## config.mk

```make
export PLATFORM = sky130hd
export DESIGN_NAME = dsi_pixel_feeder
export DESIGN_NICKNAME = d
export VERILOG_FILES = /design/src/rtl/dsi_pkg.sv /design/src/rtl/dsi_sync_fifo.sv /design/src/rtl/dsi_pixel_feeder.sv
export SDC_FILE = /design/constraint.sdc
export NUM_CORES = 1
export LEC_CHECK = 0
export BUFFER_PORTS_ARGS = -buffer_cell sky130_fd_sc_hd__buf_4
export CORE_MARGIN = 2
export CORE_UTILIZATION = 40
export DETAILED_ROUTE_END_ITERATION = 10
export GPL_TIMING_DRIVEN = 0
export PLACE_DENSITY = 0.54
export SYNTH_ARGS = -nofsm -noshare
export SYNTH_HDL_FRONTEND = slang
export SYNTH_SLANG_ARGS = --single-unit
```

## constraint.sdc

```tcl
create_clock -name clk -period 3.5 [get_ports clk]
set_input_delay 0.175 -clock clk [delete_from_list [all_inputs] [get_ports clk]]
set_output_delay 0.175 -clock clk [all_outputs]
set_load 0.05 [all_outputs]
```

## src/rtl/dsi_pkg.sv

```systemverilog
// Shared constants and state type for the DSI pixel feeder.
package dsi_pkg;

    localparam int                 PIXEL_W     = 24;
    localparam logic [PIXEL_W-1:0] BLANK_PIXEL = 24'h000000;

    typedef enum logic [1:0] {
        IDLE   = 2'd0,
        PRIME  = 2'd1,
        STREAM = 2'd2
    } feeder_state_t;

endpackage

```

## src/rtl/dsi_sync_fifo.sv

```systemverilog
// Single-clock FIFO, DEPTH x W, with registered occupancy and full/empty flags.
module dsi_sync_fifo #(
    parameter int DEPTH = 16,
    parameter int W     = 24
) (
    input  logic                     clk,
    input  logic                     rst,
    input  logic                     push,
    input  logic [W-1:0]             wr_data,
    input  logic                     pop,
    output logic [W-1:0]             rd_data,
    output logic                     full,
    output logic                     empty,
    output logic [$clog2(DEPTH):0]   level
);

    localparam int AW = $clog2(DEPTH);
    localparam int LW = AW + 1;

    logic [W-1:0]  mem_q [DEPTH];
    logic [AW-1:0] wr_ptr_q, wr_ptr_d;
    logic [AW-1:0] rd_ptr_q, rd_ptr_d;
    logic [LW-1:0] count_q, count_d;
    logic          do_push, do_pop;

    assign full    = (count_q == LW'(DEPTH));
    assign empty   = (count_q == '0);
    assign level   = count_q;
    assign rd_data = mem_q[rd_ptr_q];

    // Guards make the FIFO safe even if a caller pushes when full or pops when empty.
    assign do_push = push && !full;
    assign do_pop  = pop && !empty;

    always_comb begin
        wr_ptr_d = wr_ptr_q;
        rd_ptr_d = rd_ptr_q;
        count_d  = count_q;
        if (do_push) wr_ptr_d = wr_ptr_q + 1'b1;
        if (do_pop)  rd_ptr_d = rd_ptr_q + 1'b1;
        if (do_push && !do_pop)      count_d = count_q + 1'b1;
        else if (do_pop && !do_push) count_d = count_q - 1'b1;
    end

    always_ff @(posedge clk or posedge rst) begin
        if (rst) begin
            wr_ptr_q <= '0;
            rd_ptr_q <= '0;
            count_q  <= '0;
        end else begin
            wr_ptr_q <= wr_ptr_d;
            rd_ptr_q <= rd_ptr_d;
            count_q  <= count_d;
        end
    end

    always_ff @(posedge clk) begin
        if (do_push) mem_q[wr_ptr_q] <= wr_data;
    end

endmodule

```

## src/rtl/dsi_pixel_feeder.sv

```systemverilog
// Buffers RGB pixels and presents one per serializer slot; blank on underflow.
// Optional DSI_FEEDER_UNDERFLOW_CNT_EN adds a saturating underflow_count output.
//
//   state  | meaning
//   IDLE   | not streaming, output blank, slot counter held at 0
//   PRIME  | waiting for FIFO to reach PRIME_LEVEL before first slot
//   STREAM | one pixel per SLOT_CYCLES clocks, blank if FIFO empty at load
module dsi_pixel_feeder
    import dsi_pkg::*;
#(
    parameter int                 DEPTH       = 16,
    parameter int                 SLOT_CYCLES = 24,
    parameter int                 PRIME_LEVEL = 4,
    parameter logic [PIXEL_W-1:0] BLANK_PIX   = BLANK_PIXEL
) (
    input  logic                     clk,
    input  logic                     rst,
    input  logic                     run,
    input  logic                     in_valid,
    input  logic [PIXEL_W-1:0]       in_pixel,
    output logic                     in_ready,
    output logic [PIXEL_W-1:0]       pixel_data_out,
    output logic                     slot_start,
    output logic [$clog2(DEPTH):0]   fill_level,
    output logic                     underflow
`ifdef DSI_FEEDER_UNDERFLOW_CNT_EN
    ,output logic [15:0]             underflow_count
`endif
);

    localparam int                LW        = $clog2(DEPTH) + 1;
    localparam int                CW        = $clog2(SLOT_CYCLES);
    localparam logic [CW-1:0]     SLOT_LAST = CW'(SLOT_CYCLES - 1);
    localparam logic [LW-1:0]     PRIME_LVL = LW'(PRIME_LEVEL);

    feeder_state_t      state_q, state_d;
    logic [CW-1:0]      slot_cnt_q, slot_cnt_d;
    logic [PIXEL_W-1:0] pix_q, pix_d;
    logic               slot_start_q, slot_start_d;
    logic               underflow_q, underflow_d;

    logic               fifo_pop, fifo_full, fifo_empty;
    logic [PIXEL_W-1:0] fifo_head;
    logic [LW-1:0]      fifo_level;

    dsi_sync_fifo #(
        .DEPTH (DEPTH),
        .W     (PIXEL_W)
    ) u_fifo (
        .clk     (clk),
        .rst     (rst),
        .push    (in_valid && !fifo_full),
        .wr_data (in_pixel),
        .pop     (fifo_pop),
        .rd_data (fifo_head),
        .full    (fifo_full),
        .empty   (fifo_empty),
        .level   (fifo_level)
    );

    assign in_ready       = !fifo_full;
    assign fill_level     = fifo_level;
    assign pixel_data_out = pix_q;
    assign slot_start     = slot_start_q;
    assign underflow      = underflow_q;

    always_comb begin
        state_d      = state_q;
        slot_cnt_d   = slot_cnt_q;
        pix_d        = pix_q;
        slot_start_d = 1'b0;
        underflow_d  = 1'b0;
        fifo_pop     = 1'b0;
        case (state_q)
            IDLE: begin
                slot_cnt_d = '0;
                pix_d      = BLANK_PIX;
                if (run) state_d = PRIME;
            end
            PRIME: begin
                slot_cnt_d = '0;
                pix_d      = BLANK_PIX;
                if (!run) begin
                    state_d = IDLE;
                end else if (fifo_level >= PRIME_LVL) begin
                    state_d      = STREAM;
                    fifo_pop     = 1'b1;
                    pix_d        = fifo_head;
                    slot_start_d = 1'b1;
                end
            end
            STREAM: begin
                if (slot_cnt_q == SLOT_LAST) begin
                    slot_cnt_d = '0;
                    if (!run) begin
                        state_d = IDLE;
                        pix_d   = BLANK_PIX;
                    end else if (!fifo_empty) begin
                        fifo_pop     = 1'b1;
                        pix_d        = fifo_head;
                        slot_start_d = 1'b1;
                    end else begin
                        // Keep the slot cadence on underflow; no re-prime.
                        pix_d        = BLANK_PIX;
                        underflow_d  = 1'b1;
                        slot_start_d = 1'b1;
                    end
                end else begin
                    slot_cnt_d = slot_cnt_q + 1'b1;
                end
            end
            default: begin
                state_d    = IDLE;
                slot_cnt_d = '0;
                pix_d      = BLANK_PIX;
            end
        endcase
    end

    always_ff @(posedge clk or posedge rst) begin
        if (rst) begin
            state_q      <= IDLE;
            slot_cnt_q   <= '0;
            pix_q        <= BLANK_PIX;
            slot_start_q <= 1'b0;
            underflow_q  <= 1'b0;
        end else begin
            state_q      <= state_d;
            slot_cnt_q   <= slot_cnt_d;
            pix_q        <= pix_d;
            slot_start_q <= slot_start_d;
            underflow_q  <= underflow_d;
        end
    end

`ifdef DSI_FEEDER_UNDERFLOW_CNT_EN
    logic [15:0] ucnt_q, ucnt_d;

    // Counts alongside the pulse so the value is current while underflow is high.
    always_comb begin
        ucnt_d = ucnt_q;
        if (underflow_d && (ucnt_q != 16'hFFFF)) ucnt_d = ucnt_q + 16'd1;
    end

    always_ff @(posedge clk or posedge rst) begin
        if (rst) ucnt_q <= '0;
        else     ucnt_q <= ucnt_d;
    end

    assign underflow_count = ucnt_q;
`endif

endmodule

```

==> results.sh, run 1 <==
export IMPL_outcome="complete, no violations"
export IMPL_area_delta_synth_final_pct=20.6
export IMPL_end_kind="flop"
export IMPL_cts_buffers=45
export IMPL_max_cap_violations=0
export IMPL_netlist_area_leader_share_pct=70.1
export IMPL_fin_crit_ns=2.95
export IMPL_start_util_pct=40.4
export IMPL_worstHoldPathType="primary input to async pin"
export IMPL_die_h_um=207
export IMPL_grt_pass1_vias=8417
export IMPL_dp_final_hpwl_um=23000
export IMPL_synth_main_ff_cell="edfxtp_1"
export IMPL_ys_ff_latch=430
export IMPL_r2r_start="u_fifo.level[3]$_DFFE_PP0P_"
export IMPL_cts_sinks=430
export IMPL_synth_avg_cell_area_um2=21.2
export IMPL_finalCritPeriodShare_pct=84.2
export IMPL_r2r_end="u_fifo.level[4]$_DFFE_PP0P_"
export IMPL_die_area_mm2=0.0427
export IMPL_die_w_um=207
export IMPL_crit_fanout=5
export IMPL_insertedDiodeCount=0
export IMPL_wl_per_cell_um=25.1
export IMPL_drv_slew=0
export IMPL_synthTopCellsByArea="edfxtp_1, mux4_2, dfrtp_1, a22oi_1, a22o_1"
export IMPL_yosys_warnings=0
export IMPL_cts_buffer_depth=3
export IMPL_viasPerCell=5.34
export IMPL_hold_worst_slack_ns=0.192
export IMPL_grt_util_all_layers_pct=18.4
export IMPL_cts_root_buf="clkbuf_16"
export IMPL_antenna_found_initial=0
export IMPL_powerDensity_mw_per_mm2=806
export IMPL_ant_nets=0
export IMPL_cts_tree="done"
export IMPL_dr_pass1_iters=5
export IMPL_fin_ws_ns=0.553
export IMPL_nets=971
export IMPL_io_buffers=59
export IMPL_grt_pass1_wl_um=55600
export IMPL_clk_latency_ns=0.57
export IMPL_arrival_ns=3.39
export IMPL_skew_ns=0.0115
export IMPL_start_kind="flop"
export IMPL_core_area_mm2=0.0407
export IMPL_rows=74
export IMPL_clkTransAtPathRegs_ns=0.06
export IMPL_worst_slew_pin_slew_ns=0.972
export IMPL_gp_congestion=0.696
export IMPL_syn_area_mm2=0.0164
export IMPL_layout_cells_non_filler=1497
export IMPL_maxClockFrequency_ghz=0.339
export IMPL_synth_edf_count=384
export IMPL_drt_initial_drc_count=567
export IMPL_crit_required_ns=3.95
export IMPL_cts_max_level=2
export IMPL_io_pins=60
export IMPL_grt_max_degree=33
export IMPL_yosysUniqueCellTypes=33
export IMPL_path_class="flop to flop"
export IMPL_ys_async_sr_fraction_pct=10.7
export IMPL_synth_cells=777
export IMPL_cts_resized=0
export IMPL_syn_nets=819
export IMPL_finalWirelength_um=37500
export IMPL_drc=0
export IMPL_dp_slack_ns=0.529
export IMPL_post_place_cells=1388
export IMPL_relSlewSlack_pct=35.2
export IMPL_p_leak_nw=6.66
export IMPL_ys_seq_area_share_pct=77.1
export IMPL_reg2reg_depth=12
export IMPL_drive_gt1_share_pct=28.4
export IMPL_via_count=7998
export IMPL_rsz0062_at_grt="no"
export IMPL_setup_violations=0
export IMPL_finalHoldViolCount=0
export IMPL_ir_drop_mv=0.480
export IMPL_grt_overflow_total=0
export IMPL_yosysTopAreaCell="edfxtp_1"
export IMPL_regToRegSetupSlack_ns=0.55
-- power by group --
group	total, mW	switching [mW]	leakage (nW)	internal [mW]
Sequential	6.43	0.209	4.08	6.22
Clock	4.73	1.91	0.720	2.82
Combinational	4.83	2.87	1.86	1.96
-- layout make-up --
type / instances / area, um2
inverters: 8 / 30.0
flip-flops and latches: 430 / 12700
plain buffers: 42 / 219
clock inverters: 13 / 141
repair buffers: 105 / 1120
fillers: 3374 / 20900
multi-input cells: 297 / 3650
clock buffers: 70 / 1320
well taps: 532 / 666
-- cells in the mapped netlist, drive strengths merged, types with 3 or more instances --
master	n
nor3	6
ha	13
clkbuf	25
xnor2	9
xor2	4
dfrtp	46
a22o	24
inv	8
nor2	21
edfxtp	384
mux4	96
a22oi	48
and2	6
a21oi	5
nand4	3
o21ai	3
nand2	42
buf	17
-- per-stage QoR --
stage | power [mW] | instance area, um2 | util (%) | setup TNS [ns]
6_report | 16.0 | 19800 | 48.7 | 0
5_1_grt | 16.7 | 19800 | 48.7 | 0
4_1_cts | 16.2 | 19800 | 48.7 | 0
3_5_place_dp | 11.4 | 18100 | 44.4 | 0
3_3_place_gp | 11.2 | 17600 | 43.1 | -231.29
2_1_floorplan | 9.67 | 16500 | - | 0
-- cells by family after synthesis --
group / synth area share [%]
fa+ha+maj: 1.11
buf+inv: 1.51
mux: 13.3
xor+xnor: 0.692
compound gates: 3.89
simple gates: 2.32
flops: 77.1
-- worst max path at each step --
stage / startpoint / end / slack, ns / cells past startpoint
after floorplan: u_fifo.level[0]$_DFFE_PP0P_ / u_fifo.mem_q[15][0]$_DFFE_PP_ / 0.16 / 6
after global placement: u_fifo.level[0]$_DFFE_PP0P_ / u_fifo.mem_q[7][23]$_DFFE_PP_ / -0.73 / 6
after detailed placement: state_q[0]$_DFFE_PP0P_ / u_fifo.level[4]$_DFFE_PP0P_ / 0.53 / 14
after CTS: state_q[0]$_DFFE_PP0P_ / u_fifo.level[4]$_DFFE_PP0P_ / 0.51 / 14
after global routing: slot_cnt_q[0]$_DFF_PP0_ / u_fifo.level[4]$_DFFE_PP0P_ / 0.29 / 13
final: u_fifo.level[3]$_DFFE_PP0P_ / u_fifo.level[4]$_DFFE_PP0P_ / 0.55 / 12
-- registers in the layout, indices dropped and copies added (netlist names) --
signal and count:
u_fifo.wr_ptr_q 4, slot_start 1, slot_cnt_q 5, u_fifo.mem_q 384, pixel_data_out 24, u_fifo.rd_ptr_q 4
u_fifo.level 5, underflow 1, state_q 2
-- critical path, cell delays in order (launching register included) --
cell and delay (ns):
dfrtp_1 0.44, nor3_1 0.43, nand2_1 0.16, and3_1 0.26, inv_1 0.14, ha_1 0.20, inv_1 0.11, fa_1 0.41
a21o_1 0.17, a21oi_1 0.16, xnor2_1 0.14, nor2_1 0.07, xor2_1 0.15
-- layer usage --
| metal | track usage (%) | wire (um) | share of wire [%] |
|---|---|---|---|
| met1 | 26.7 | 17400 | 46 |
| met2 | 28.8 | 17600 | 47 |
| met3 | 3.34 | 1890 | 5.0 |
| met4 | 5.12 | 666 | 1.8 |
| met5 | 0 | 0 | 0 |
-- layout by cell type, fill, tap and decap left out, types with 9 or more instances in the layout --
cell	n
buf_2	9
xnor2_1	9
nor2_4	12
ha_1	13
clkbuf_16	47
buf_12	12
mux4_2	96
buf_4	62
edfxtp_1	384
nor2_1	9
clkbuf_1	42
a22oi_1	48
a22o_1	24
dfrtp_1	46
dlygate4sd3_1	26
nand2_1	42
-- repair_timing --
| action | 4_1_cts | 5_1_grt |
|---|---|---|
| buffers inserted | 0 | 0 |
| endpoints found under the setup margin | 0 | 0 |
| hold buffers | 26 | 0 |
| endpoints found under the hold margin | 400 | 0 |
Power figures use the tool's default switching activity.
==> run 2: changes to the inputs <==
Clock period 3.5 ns to 3.1 ns, I/O delays scaled along.
==> run 2 against run 1 <==
  * Wire length up 0.61%
  * Die area unchanged
  * Global-route usage up 0.11 points
  * Combinational power up 12%
  * Register-to-register slack worse by 0.27 ns
  * Hold slack better by 0.0042 ns
  * First-iteration DRC count up 43%
  * Clock skew up 0.0018 ns
  * Critical path type unchanged
  * Largest cell class unchanged
==> results.sh, run 2 (synthesis gave the netlist of run 1 again) <==
export IMPL_r2r_end="u_fifo.level[4]$_DFFE_PP0P_"
export IMPL_cp_common_cell="inv_1"
export IMPL_r2r_start="state_q[0]$_DFFE_PP0P_"
export IMPL_hold_worst_slack_ns=0.196
export IMPL_cts_sinks=430
export IMPL_cts_buffer_depth=3
export IMPL_outcome="complete, no violations"
export IMPL_grt_max_degree=31
export IMPL_grt_pass1_vias=8357
export IMPL_io_buffers=59
export IMPL_via_count=8027
export IMPL_rows=74
export IMPL_ant_nets=0
export IMPL_max_cap_violations=0
export IMPL_fin_ws_ns=0.282
export IMPL_regToRegSetupSlack_ns=0.28
export IMPL_start_util_pct=40.4
export IMPL_antenna_found_initial=0
export IMPL_skew_ns=0.0134
export IMPL_die_area_mm2=0.0427
export IMPL_drc=0
export IMPL_drv_slew=0
export IMPL_layout_commonest_cell="edfxtp_1"
export IMPL_crit_chain="inv_1 -> ha_2 -> nand2_1 -> o22ai_1 -> and3_2 -> inv_1 -> ha_1 -> inv_1 -> ha_1 -> a21o_1 -> a21oi_1 -> xnor2_1 -> nor2_1 -> xor2_1"
export IMPL_p_leak_nw=6.67
export IMPL_dp_final_hpwl_um=23400
export IMPL_insertedDiodeCount=0
export IMPL_met3_usage_pct=2.65
export IMPL_clkTransAtPathRegs_ns=0.06
export IMPL_multi_input_area_mm2=0.00366
export IMPL_rsz0062_at_grt="no"
export IMPL_cts_buffers=45
export IMPL_reg2reg_depth=14
export IMPL_setup_violations=0
export IMPL_gp_congestion=0.720
export IMPL_worst_slew_pin_slew_ns=1.07
export IMPL_crit_fanout=8
export IMPL_finalWirelength_um=37800
export IMPL_dr_pass1_iters=4
export IMPL_max_stage_delay_ns=0.39
export IMPL_largest_reg_flops=384
export IMPL_cts_tree="done"
export IMPL_die_h_um=207
export IMPL_ir_drop_mv=0.526
export IMPL_met2_usage_pct=29.1
export IMPL_fin_crit_ns=2.82
export IMPL_finalHoldViolCount=0
export IMPL_powerDensity_mw_per_mm2=915
export IMPL_clk_latency_ns=0.56
export IMPL_io_pins=60
export IMPL_use_met1_pct=27.2
export IMPL_nFillCells=3374
export IMPL_core_area_mm2=0.0407
export IMPL_cts_root_buf="clkbuf_16"
export IMPL_regMostFlops="u_fifo.mem_q"
export IMPL_crit_slowest_cell="dfrtp_1"
export IMPL_end_kind="flop"
export IMPL_arrival_ns=3.26
export IMPL_area_delta_synth_final_pct=21.0
export IMPL_nets=972
export IMPL_postLayoutCoreUtil_pct=48.8
export IMPL_viasPerCell=5.36
export IMPL_dp_slack_ns=0.138
export IMPL_grt_pass1_wl_um=56100
export IMPL_drt_initial_drc_count=811
export IMPL_tns_ns=0
export IMPL_start_kind="flop"
export IMPL_top_usage_layer="met2"
export IMPL_wl_per_cell_um=25.2
export IMPL_path_class="flop to flop"
export IMPL_layout_common_cells="edfxtp_1, mux4_2, buf_4"
export IMPL_crit_required_ns=3.55
export IMPL_die_w_um=207
export IMPL_relSlewSlack_pct=29.0
export IMPL_dpl_cell_area_mm2=0.0181
export IMPL_worstHoldPathType="primary input to async pin"
export IMPL_maxClockFrequency_ghz=0.355
export IMPL_drive_gt1_share_pct=29.2
export IMPL_grt_util_all_layers_pct=18.5
export IMPL_finalCritPeriodShare_pct=90.9
export IMPL_cts_max_level=2
export IMPL_register_area_mm2=0.0127
export IMPL_final_cell_area_mm2=0.0199
export IMPL_grt_overflow_total=0
run 2: changes by cell type in the layout (fill, tap and decap cells not counted), sizes merged:
cell	change
clkinv	-4
bufinv	+1
buf	+1
clkinvlp	+3
run 2: per-layer routing:
layer	routed length, um	share of wire [%]
met1	17400	46
met2	17800	47
met3	1860	4.9
met4	733	1.9
met5	0	0
run 2: cell type report:
class                      instances  share of cell area [%]
clock inverter                    13                   0.868
buffer                            42                    1.10
clock buffer                      70                    6.80
tap                              532                    3.35
sequential                       430                    63.8
multi-input combinational        297                    18.4
inverter                           8                   0.151
timing repair buffer             106                    5.56
run 2: worst max-delay path by stage:
stage	start	end	slack (ns)	cells past startpoint
3_5_place_dp	state_q[0]$_DFFE_PP0P_	u_fifo.level[4]$_DFFE_PP0P_	0.14	14
3_3_place_gp	u_fifo.level[1]$_DFFE_PP0P_	u_fifo.mem_q[13][22]$_DFFE_PP_	-1.10	6
4_1_cts	state_q[0]$_DFFE_PP0P_	u_fifo.level[4]$_DFFE_PP0P_	0.13	14
5_1_grt	state_q[0]$_DFFE_PP0P_	u_fifo.level[4]$_DFFE_PP0P_	0.02	14
6_report	state_q[0]$_DFFE_PP0P_	u_fifo.level[4]$_DFFE_PP0P_	0.28	14
2_1_floorplan	u_fifo.level[1]$_DFFE_PP0P_	u_fifo.mem_q[15][0]$_DFFE_PP_	-0.04	6
run 2: worst max-delay path: cells and delay by family, from the launching register on:
kind | cells | cell delay, ns
compound gates | 3 | 0.51
simple gates | 3 | 0.42
fa+ha+maj | 3 | 0.77
xor+xnor | 2 | 0.29
buf+inv | 3 | 0.33
flops | 1 | 0.39
run 2: report_power, final:
group,internal [mW],leakage (nW),switching (mW)
clock,3.33,0.734,2.18
combinational,2.20,1.86,3.22
sequential,7.02,4.08,0.242
total,12.6,6.67,5.64
run 2: metrics by stage:
stage               instances  power, mW
finish                   1498       18.2
global route             1498       19.1
CTS                      1497       18.5
detailed placement       1388       12.9
global placement         1368       12.6
floorplan                 777       10.9
run 2: timing repair:
action,in CTS,in global routing
endpoints found under the hold margin,402,0
resized for setup,0,3
hold buffers,26,0
endpoints found under the setup margin,0,2
buffers inserted,0,1
